<file path="src/rtl/ghost_mode_sched_pkg.sv">
// Shared ghost-scheduler constants: mode encodings, FSM state codes and the
// per-phase scatter/chase duration table.
`timescale 1ns/1ps
package ghost_mode_sched_pkg;

  typedef enum logic [1:0] {
    MODE_CHASE   = 2'b00,
    MODE_SCATTER = 2'b01,
    MODE_FRIGHT  = 2'b10,
    MODE_FLASH   = 2'b11
  } ghost_mode_t;

  typedef enum logic {
    ST_SCHED  = 1'b0,
    ST_FRIGHT = 1'b1
  } sched_state_t;

  localparam int PHASE_W  = 10;
  localparam int FRIGHT_W = 8;
  localparam int IDX_W    = 3;

  localparam logic [IDX_W-1:0]   LAST_PHASE   = 3'd7;
  localparam logic [PHASE_W-1:0] PHASE0_TICKS = 10'd168;

  // The final chase phase never expires, so its table entry is never counted down.
  function automatic logic [PHASE_W-1:0] phase_duration(input logic [IDX_W-1:0] idx);
    logic [PHASE_W-1:0] ticks;
    case (idx)
      3'd0:    ticks = 10'd168;
      3'd1:    ticks = 10'd480;
      3'd2:    ticks = 10'd168;
      3'd3:    ticks = 10'd480;
      3'd4:    ticks = 10'd120;
      3'd5:    ticks = 10'd480;
      3'd6:    ticks = 10'd120;
      default: ticks = 10'd0;
    endcase
    return ticks;
  endfunction

  function automatic ghost_mode_t sched_mode(input logic [IDX_W-1:0] idx);
    return idx[0] ? MODE_CHASE : MODE_SCATTER;
  endfunction

endpackage

</file>
<file path="src/rtl/ghost_mode_sched_tick_down_counter.sv">
// Loadable down-counter that decrements on an enable and stops at zero;
// flags the cycle in which the count sits at one.
`timescale 1ns/1ps
module tick_down_counter #(
  parameter int               WIDTH       = 8,
  parameter logic [WIDTH-1:0] RESET_VALUE = '0
) (
  input  logic             clk,
  input  logic             reset,
  input  logic             load,
  input  logic [WIDTH-1:0] load_value,
  input  logic             dec,
  output logic [WIDTH-1:0] count,
  output logic [WIDTH-1:0] next_count,
  output logic             expiring
);

  localparam logic [WIDTH-1:0] ONE = {{(WIDTH-1){1'b0}}, 1'b1};

  // Load beats decrement; the exposed next value lets the parent register
  // outputs that depend on where the counter is about to land.
  always_comb begin
    next_count = count;
    if (load) begin
      next_count = load_value;
    end else if (dec && (count != '0)) begin
      next_count = count - ONE;
    end
  end

  always_ff @(posedge clk or posedge reset) begin
    if (reset) begin
      count <= RESET_VALUE;
    end else begin
      count <= next_count;
    end
  end

  assign expiring = (count == ONE);

endmodule

</file>
<file path="src/rtl/ghost_mode_sched.sv">
// Ghost scatter/chase/frightened mode scheduler driven by a 24 Hz tick.
`timescale 1ns/1ps
module ghost_mode_sched
  import ghost_mode_sched_pkg::*;
#(
  parameter int TICK_HZ      = 24,
  parameter int FRIGHT_TICKS = 144,
  parameter int FLASH_TICKS  = 48
) (
  input  logic       clk_50mhz,
  input  logic       reset,
  input  logic       tick_24hz,
  input  logic       level_start,
  input  logic       power_pellet,
  input  logic       pacman_dead,
  output logic [1:0] ghost_mode_bits,
  output logic       ghost_reverse,
  output logic [2:0] phase_idx
);

  localparam logic [FRIGHT_W-1:0] FRIGHT_LOAD = FRIGHT_W'(FRIGHT_TICKS);
  localparam logic [FRIGHT_W-1:0] FLASH_LOAD  = FRIGHT_W'(FLASH_TICKS);

  if (TICK_HZ < 1 || FRIGHT_TICKS > 255 || FRIGHT_TICKS < 1 || FLASH_TICKS > FRIGHT_TICKS)
  begin : g_param_check
    $error("ghost_mode_sched: inconsistent timer parameters");
  end

  sched_state_t       state, state_next;
  ghost_mode_t        mode_q, mode_next;
  logic [IDX_W-1:0]   phase_next;
  logic               reverse_next;

  logic               phase_load, phase_dec, phase_expiring;
  logic [PHASE_W-1:0] phase_load_value, phase_count, phase_count_next;
  logic               fright_load, fright_dec, fright_expiring;
  logic [FRIGHT_W-1:0] fright_load_value, fright_count, fright_count_next;

  tick_down_counter #(
    .WIDTH       (PHASE_W),
    .RESET_VALUE (PHASE0_TICKS)
  ) u_phase_counter (
    .clk        (clk_50mhz),
    .reset      (reset),
    .load       (phase_load),
    .load_value (phase_load_value),
    .dec        (phase_dec),
    .count      (phase_count),
    .next_count (phase_count_next),
    .expiring   (phase_expiring)
  );

  tick_down_counter #(
    .WIDTH       (FRIGHT_W),
    .RESET_VALUE ('0)
  ) u_fright_counter (
    .clk        (clk_50mhz),
    .reset      (reset),
    .load       (fright_load),
    .load_value (fright_load_value),
    .dec        (fright_dec),
    .count      (fright_count),
    .next_count (fright_count_next),
    .expiring   (fright_expiring)
  );

  // Priority: level_start, then pacman_dead (freeze), then power_pellet, then tick.
  // A pellet arriving with an expiry tick takes the tick's slot, leaving the phase
  // counter parked at one so the phase ends on the first tick after fright.
  always_comb begin
    state_next        = state;
    phase_next        = phase_idx;
    reverse_next      = 1'b0;
    phase_load        = 1'b0;
    phase_load_value  = PHASE0_TICKS;
    phase_dec         = 1'b0;
    fright_load       = 1'b0;
    fright_load_value = FRIGHT_LOAD;
    fright_dec        = 1'b0;
    mode_next         = mode_q;

    if (level_start) begin
      state_next        = ST_SCHED;
      phase_next        = '0;
      phase_load        = 1'b1;
      phase_load_value  = PHASE0_TICKS;
      fright_load       = 1'b1;
      fright_load_value = '0;
    end else if (!pacman_dead) begin
      if (power_pellet) begin
        fright_load = 1'b1;
        if (state == ST_SCHED) begin
          state_next   = ST_FRIGHT;
          reverse_next = 1'b1;
        end
      end else if (tick_24hz) begin
        if (state == ST_FRIGHT) begin
          fright_dec = 1'b1;
          if (fright_expiring) begin
            state_next = ST_SCHED;
          end
        end else if (phase_idx != LAST_PHASE) begin
          if (phase_expiring) begin
            phase_next       = phase_idx + 3'd1;
            phase_load       = 1'b1;
            phase_load_value = phase_duration(phase_idx + 3'd1);
            reverse_next     = 1'b1;
          end else begin
            phase_dec = 1'b1;
          end
        end
      end
    end

    if (state_next == ST_FRIGHT) begin
      mode_next = (fright_count_next <= FLASH_LOAD) ? MODE_FLASH : MODE_FRIGHT;
    end else begin
      mode_next = sched_mode(phase_next);
    end
  end

  always_ff @(posedge clk_50mhz or posedge reset) begin
    if (reset) begin
      state         <= ST_SCHED;
      phase_idx     <= '0;
      mode_q        <= MODE_SCATTER;
      ghost_reverse <= 1'b0;
    end else begin
      state         <= state_next;
      phase_idx     <= phase_next;
      mode_q        <= mode_next;
      ghost_reverse <= reverse_next;
    end
  end

  assign ghost_mode_bits = mode_q;

endmodule
</file>
<file path="config.mk">
export PLATFORM = sky130hd
export DESIGN_NAME = ghost_mode_sched
export DESIGN_NICKNAME = d
export VERILOG_FILES = /design/src/rtl/ghost_mode_sched_pkg.sv /design/src/rtl/ghost_mode_sched_tick_down_counter.sv /design/src/rtl/ghost_mode_sched.sv
export SDC_FILE = /design/constraint.sdc
export NUM_CORES = 1
export LEC_CHECK = 0
export CAP_MARGIN = 10
export CORE_UTILIZATION = 50
export CTS_BUF_LIST = sky130_fd_sc_hd__clkbuf_4 sky130_fd_sc_hd__clkbuf_8
export DETAILED_ROUTE_END_ITERATION = 12
export PLACE_DENSITY_LB_ADDON = 0.12
export SLEW_MARGIN = 10
export SYNTH_ARGS = -nofsm -noshare
export SYNTH_HDL_FRONTEND = slang
export SYNTH_SLANG_ARGS = --single-unit
</file>
<file path="constraint.sdc">
create_clock -name clk_50mhz -period 2.8 [get_ports clk_50mhz]
set_clock_uncertainty 0.15 [all_clocks]
set_input_delay 0.56 -clock clk_50mhz [delete_from_list [all_inputs] [get_ports clk_50mhz]]
set_output_delay 0.56 -clock clk_50mhz [all_outputs]
set_load 0.01 [all_outputs]
</file>
After elaboration in Yosys (flattened, before gate mapping)
Cells that the tools add are included.
{"block": "op_classes", "eq_ne": 12, "magnitude_cmp": 1, "mux": 55, "n_addsub": 3, "reduce_logical": 13}
{"cell": "9-bit 2-to-1 mux", "n": 7}
{"cell": "1-bit 2-to-1 mux", "n": 34}
{"cell": "9-bit one-hot mux with 3 select lines", "n": 1}
{"cell": "8-bit 2-to-1 mux", "n": 3}
{"cell": "3-bit 2-to-1 mux", "n": 7}
{"cell": "10-bit 2-to-1 mux", "n": 2}
{"cell": "10-bit by 1-bit == test with 1-bit output, second input constant", "n": 1}
{"cell": "10-bit nonzero test", "n": 1}
{"cell": "10-bit by 1-bit subtractor with 10-bit output, second input constant", "n": 1}
{"cell": "3-bit == test, second input constant", "n": 3}
{"cell": "8-bit by 1-bit == test with 1-bit output, second input constant", "n": 1}
{"cell": "8-bit by 6-bit less-or-equal comparator with 1-bit output, second input constant", "n": 1}
{"cell": "2-bit nonzero test", "n": 4}
{"cell": "8-bit nonzero test", "n": 1}
{"cell": "8-bit by 1-bit subtractor with 8-bit output, second input constant", "n": 1}
{"cell": "3-bit by 2-bit == test with 1-bit output, second input constant", "n": 2}
{"cell": "2-bit inequality test, second input constant", "n": 3}
{"cell": "6-bit AND reduction", "n": 1}
{"cell": "2-bit OR reduction", "n": 2}
{"cell": "3-bit by 1-bit adder with 3-bit output, second input constant", "n": 1}
{"cell": "3-bit by 1-bit == test with 1-bit output, second input constant", "n": 1}
{"cell": "3-bit zero test", "n": 1}
{"cell": "3-bit inequality test, second input constant", "n": 1}
{"cell": "3-bit OR reduction", "n": 1}
{"cell": "2 further kinds", "n": 3}
{"block": "totals", "regBits": 25, "in_bits": 6}

Longest topological paths before layout
{"block": "logic_depth", "word_depth": 12, "mapped_depth": 9, "ltp_nobuf": 9}

Modules after synthesis
From an unflattened synthesis, not the netlist that was laid out.
{"block": "unflattened", "cells_unflattened": 199, "hier_area_um2": 1795.5}
{"mod": "tick_down_counter (u_phase_counter)", "cells_each": 68, "n_inst": 1, "area_each_um2": 656.9}
{"mod": "tick_down_counter (u_fright_counter)", "cells_each": 67, "n_inst": 1, "area_each_um2": 600.6}
{"mod": "ghost_mode_sched", "cells_each": 64, "n_inst": 1, "area_each_um2": 538.0}

Worst setup path before layout
Ideal clock, no wire load.
{"block": "synth_timing", "path_kind": "flip-flop to flip-flop", "from": "register u_phase_counter.count[2]", "to": "register mode_q[0] (netlist: ghost_mode_bits[0])", "n_path_buf": 0, "path_stages_with_launch": 9, "arrival_ns": 2.000, "setup_time_ns": 0.083, "required_time_ns": 2.567, "slack_ns": 0.566, "period_less_slack_ns": 2.234, "cell_sequence": "dfrtp_1 -> nor4_1 -> nand3_1 -> inv_1 -> ha_1 -> and3b_1 -> o21a_1 -> or2_0 -> a41oi_1"}
{"block": "synth_between", "elab_chain_len": 10}
{"item": "start, declared", "line_no": "ghost_mode_sched_tick_down_counter.sv:13", "rtl": "output logic [WIDTH-1:0] count,"}
{"item": "start signal, assigned", "line_no": "ghost_mode_sched_tick_down_counter.sv:35", "rtl": "count <= next_count;"}
{"item": "10-bit by 1-bit == test with 1-bit output", "line_no": "ghost_mode_sched_tick_down_counter.sv:39", "rtl": "assign expiring = (count == ONE);"}
{"item": "3-bit 2-to-1 mux", "line_no": "ghost_mode_sched.sv:103", "rtl": "if (phase_expiring) begin"}
{"item": "3-bit 2-to-1 mux", "line_no": "ghost_mode_sched.sv:102", "rtl": "end else if (phase_idx != LAST_PHASE) begin"}
{"item": "3-bit 2-to-1 mux", "line_no": "ghost_mode_sched.sv:97", "rtl": "if (state == ST_FRIGHT) begin"}
{"item": "3-bit 2-to-1 mux", "line_no": "ghost_mode_sched.sv:96", "rtl": "end else if (tick_24hz) begin"}
{"item": "3-bit 2-to-1 mux", "line_no": "ghost_mode_sched.sv:90", "rtl": "if (power_pellet) begin"}
{"item": "3-bit 2-to-1 mux", "line_no": "ghost_mode_sched.sv:89", "rtl": "end else if (!pacman_dead) begin"}
{"item": "3-bit 2-to-1 mux", "line_no": "ghost_mode_sched.sv:82", "rtl": "if (level_start) begin"}
{"item": "via phase_next[0]", "line_no": "ghost_mode_sched.sv:31", "rtl": "logic [IDX_W-1:0] phase_next;"}
{"item": "1-bit 2-to-1 mux", "line_no": "ghost_mode_sched_pkg.sv:42", "rtl": "return idx[0] ? MODE_CHASE : MODE_SCATTER;"}
{"item": "2-bit 2-to-1 mux", "line_no": "ghost_mode_sched.sv:115", "rtl": "if (state_next == ST_FRIGHT) begin"}
{"item": "via mode_next[0]", "line_no": "ghost_mode_sched.sv:30", "rtl": "ghost_mode_t mode_q, mode_next;"}
{"item": "end signal, assigned", "line_no": "ghost_mode_sched.sv:131", "rtl": "mode_q <= mode_next;"}
{"item": "end, declared", "line_no": "ghost_mode_sched.sv:30"}
The timed path passes the listed nets, and every way through them passes these cells. The select of a mux whose other input is x is not followed.
A chain may end at the register's enable or synchronous reset.

Worst setup path after layout
{"block": "layout_timing", "from": "register phase_idx[0]", "to": "register u_phase_counter.count[8]"}
{"block": "layout_between", "elab_chain_len": 12, "elab_cells_between_ends": 35, "classes_between": "add/sub: 1; eq/ne: 7; mux: 21; reduce/logical: 6"}
{"item": "start, declared", "line_no": "ghost_mode_sched.sv:18", "rtl": "output logic [2:0] phase_idx"}
{"item": "start signal, assigned", "line_no": "ghost_mode_sched.sv:130", "rtl": "phase_idx <= phase_next;"}
{"item": "3-bit by 1-bit adder with 3-bit output", "line_no": "ghost_mode_sched.sv:106", "rtl": "phase_load_value = phase_duration(phase_idx + 3'd1);"}
{"item": "3-bit == test (tied with other cells)", "line_no": "ghost_mode_sched_pkg.sv:28", "rtl": "case (idx)"}
{"item": "3-bit OR reduction (no source line) / 2-bit OR reduction (equally long branches)"}
{"item": "9-bit one-hot mux with 3 select lines", "line_no": "ghost_mode_sched_pkg.sv:28"}
{"item": "9-bit 2-to-1 mux", "line_no": "ghost_mode_sched.sv:103"}
{"item": "9-bit 2-to-1 mux", "line_no": "ghost_mode_sched.sv:102"}
{"item": "9-bit 2-to-1 mux", "line_no": "ghost_mode_sched.sv:97"}
{"item": "9-bit 2-to-1 mux", "line_no": "ghost_mode_sched.sv:96"}
{"item": "9-bit 2-to-1 mux", "line_no": "ghost_mode_sched.sv:90"}
{"item": "9-bit 2-to-1 mux", "line_no": "ghost_mode_sched.sv:89"}
{"item": "9-bit 2-to-1 mux", "line_no": "ghost_mode_sched.sv:82"}
{"item": "10-bit 2-to-1 mux", "line_no": "ghost_mode_sched_tick_down_counter.sv:24", "rtl": "if (load) begin"}
Several ways; a longest one is shown, not always the timed one.

==> results.py <==
metrics = {
    "worst_setup_path": {
        "slowest_stage": "nor4_1",
        "crit_type": "reg2reg",
        "crit_path_end": "u_phase_counter.count[8]$_DFFE_PP0P_",
        "crit_required_ns": 2.91,
        "worstSetupStartpoint": "phase_idx[0]$_DFF_PP0_",
        "crit_top_cell": "ha_1",
        "start_kind": "flip-flop",
        "arrival_ns": 2.67,
        "reg2regPathDepth": 7,
        "critical_path.max_fanout": 10,
        "worstSetupEndpointType": "flip-flop",
        "r2r_setup_slack_ns": 0.25,
        "timing.rr.start": "phase_idx[0]$_DFF_PP0_",
        "crit-reg2reg-capture": "u_phase_counter.count[8]$_DFFE_PP0P_",
        "crit_chain": "ha_1 -> ha_1 -> nor3b_2 -> nand2_1 -> nor4_1 -> o21ba_2 -> o22a_1",
        "crit_path_max_incr_delay_ns": 0.57,
    },
    "route": {
        "vias": 1531,
        "vias_per_cell": 6.00,
        "drt-total-wl_um": 3980,
        "drtPass1Iterations": 4,
        "route.detailed.drc": 0,
        "first_iter_violations": 95,
        "wl_per_cell_um": 15.6,
        "drtAntennaViolNets": 0,
    },
    "timing": {
        "finalHoldViolations": 0,
        "finalCritPeriodShare": 0.911,
        "setup_violations": 0,
        "drv_slew": 0,
        "setup_ws_ns": 0.249,
        "holdWs_ns": 0.415,
        "tightest_slew_ns": 0.580,
        "min_period_ns": 2.55,
        "relSlewSlack": 0.610,
        "tns_ns": 0,
        "fmax_ghz": 0.392,
        "grt_setup_unrepaired": "false",
    },
    "global_routing": {
        "grt_pass1_vias": 1461,
        "grt_start_max_net_pins": 25,
        "antenna_found_initial": 0,
        "use_met3": 0.0273,
        "use_met2": 0.366,
        "grt_pass1_wl_um": 6570,
        "grt_use_total": 0.234,
        "global_route.peak_usage_layer": "met2",
        "grt-ovfl-total": 0,
        "grt.met1_usage": 0.340,
    },
    "place": {
        "preCtsSetupSlack_ns": -0.0162,
        "io_buffer_count": 11,
        "dp_cells": 251,
        "dpl.hpwl_um": 2970,
        "placed_area_um2": 1950,
        "place.gp.congestion": 0.885,
    },
    "synthesis": {
        "synth_top_area_frac": 0.287,
        "synth_top_cell_by_area": "dfrtp_1",
        "synthFlopType": "dfrtp_1",
        "ys_ff_latch": 24,
        "synthTopCellsByCount": "dfrtp_1, nor2_1, inv_1",
        "syn-cell-area_um2": 1750,
        "yosys_warnings": 0,
        "synth_edf_count": 0,
        "seq_area_frac_synth": 0.347,
        "syn_avg_cell_area_um2": 9.19,
        "synthTopCellsByArea": "dfrtp_1, ha_1, dfstp_2, nor2_1, inv_1",
        "synthArstFlopShare": 1.00,
        "synth_nets": 208,
        "synthCells": 190,
        "synth_cell_types": 57,
    },
    "die": {
        "initial_core_util": 0.523,
        "fp.dieW_um": 61.1,
        "core.rowCount": 21,
        "dieArea_um2": 3730,
        "core_area_um2": 3340,
        "die_h_um": 61.1,
        "io-pin-count": 12,
    },
    "job": {
        "maxCapViolCount": 0,
    },
    "clock_network": {
        "cts_made_buffers": 3,
        "cts_tree": "done",
        "cts_sinks": 24,
        "htree_levels": 1,
        "worstSkewPairLatency_ns": 0.32,
        "clock_path_buffers": 2,
        "clkSlewWorstSetupHoldPaths_ns": 0.15,
        "cts-root-buf": "clkbuf_4",
        "ctsHoldBuffers": 0,
    },
    "status": {
        "status": "finished, final reports clean",
    },
    "power_and_ir_drop": {
        "power_leakage_nw": 0.861,
        "peakVddDrop_mv": 0.198,
        "power.total_uw": 679,
        "powerDensity_nw_per_um2": 341,
    },
    "cells_and_area": {
        "drive_above_1_share": 0.153,
        "fin_area_um2": 1990,
        "final_util": 0.596,
        "layout.cells.non_filler": 255,
        "nets": 228,
        "syn_to_final_growth_pct": 13.9,
        "num_antenna_cells": 0,
    },
    "min_path": {
        "worstHoldPathType": "in2async",
    },
}
[worst min path at each step]
stage | from | endpoint | slack [ns] | cells past startpoint
finish | reset | u_fright_counter.count[0]$_DFF_PP0_ | 0.42 | 3
global route | u_phase_counter.count[3]$_DFFE_PP1P_ | u_phase_counter.count[3]$_DFFE_PP1P_ | 0.44 | 1
CTS | u_phase_counter.count[3]$_DFFE_PP1P_ | u_phase_counter.count[3]$_DFFE_PP1P_ | 0.41 | 1
detailed placement | u_phase_counter.count[9]$_DFFE_PP0P_ | u_phase_counter.count[9]$_DFFE_PP0P_ | 0.39 | 2
global placement | u_phase_counter.count[3]$_DFFE_PP1P_ | u_phase_counter.count[3]$_DFFE_PP1P_ | 0.39 | 1
floorplan | u_phase_counter.count[8]$_DFFE_PP0P_ | u_phase_counter.count[8]$_DFFE_PP0P_ | 0.36 | 1
[state kept, by name (all words and copies together) (netlist names)]
register and cells:
ghost_mode_bits 2, u_fright_counter.count 8, ghost_reverse 1, phase_idx 3, u_phase_counter.count 10
[per-layer routing]
layer  vias up  part of all wire
li1        743                 -
met1       733              0.49
met2        48              0.44
met3         7             0.050
met4         0             0.012
met5         -                 0
[where the power goes]
| group | switching [mW] | internal [mW] |
|---|---|---|
| registers | 0.0129 | 0.359 |
| clock network | 0.110 | 0.0795 |
| logic | 0.0668 | 0.0505 |
[timing repair]
action | 4_1_cts | 5_1_grt
endpoints found under the setup margin | 0 | 1
gates resized for setup | 0 | 1
buffers inserted | 0 | 0
hold endpoints to repair | 0 | 0
[placed cells by master, fill, tap and decap left out, types with 6 or more instances in the layout]
master           netlist  routed
ha_1                  12      12
nand2_1                8       8
nor3_1                10      10
inv_1                 17      17
clkdlybuf4s50_1        0      11
dfrtp_1               20      20
nor2_1                20      20
a21oi_1               10      10
o21ai_0                8       8
buf_4                  1       8
nand3_1                6       6
[kinds of logic after synthesis]
logic type,count (synthesis),synth area share
AND/OR/NAND/NOR,78,0.269
AO/OA/AOI/OAI,48,0.208
flip-flops,24,0.347
buffers and inverters,21,0.0523
adder cells (fa/ha/maj),12,0.0860
XOR/XNOR,4,0.0201
multiplexers,3,0.0179
[worst max-delay path, delay by kind of cell, from the launching register on]
kind | cells | cell delay, ns
AO/OA/AOI/OAI | 2 | 0.35
adder cells (fa/ha/maj) | 2 | 0.42
flip-flops | 1 | 0.46
AND/OR/NAND/NOR | 3 | 1.12
[area by class of cell]
class                      count  area (um^2)
sequential                    24          606
timing repair buffer          19          170
fill                         309         1350
tap                           46         57.6
multi-input combinational    145         1050
clock buffer                   4         36.3
inverter                      17         63.8
Power figures use the tool's default switching activity.
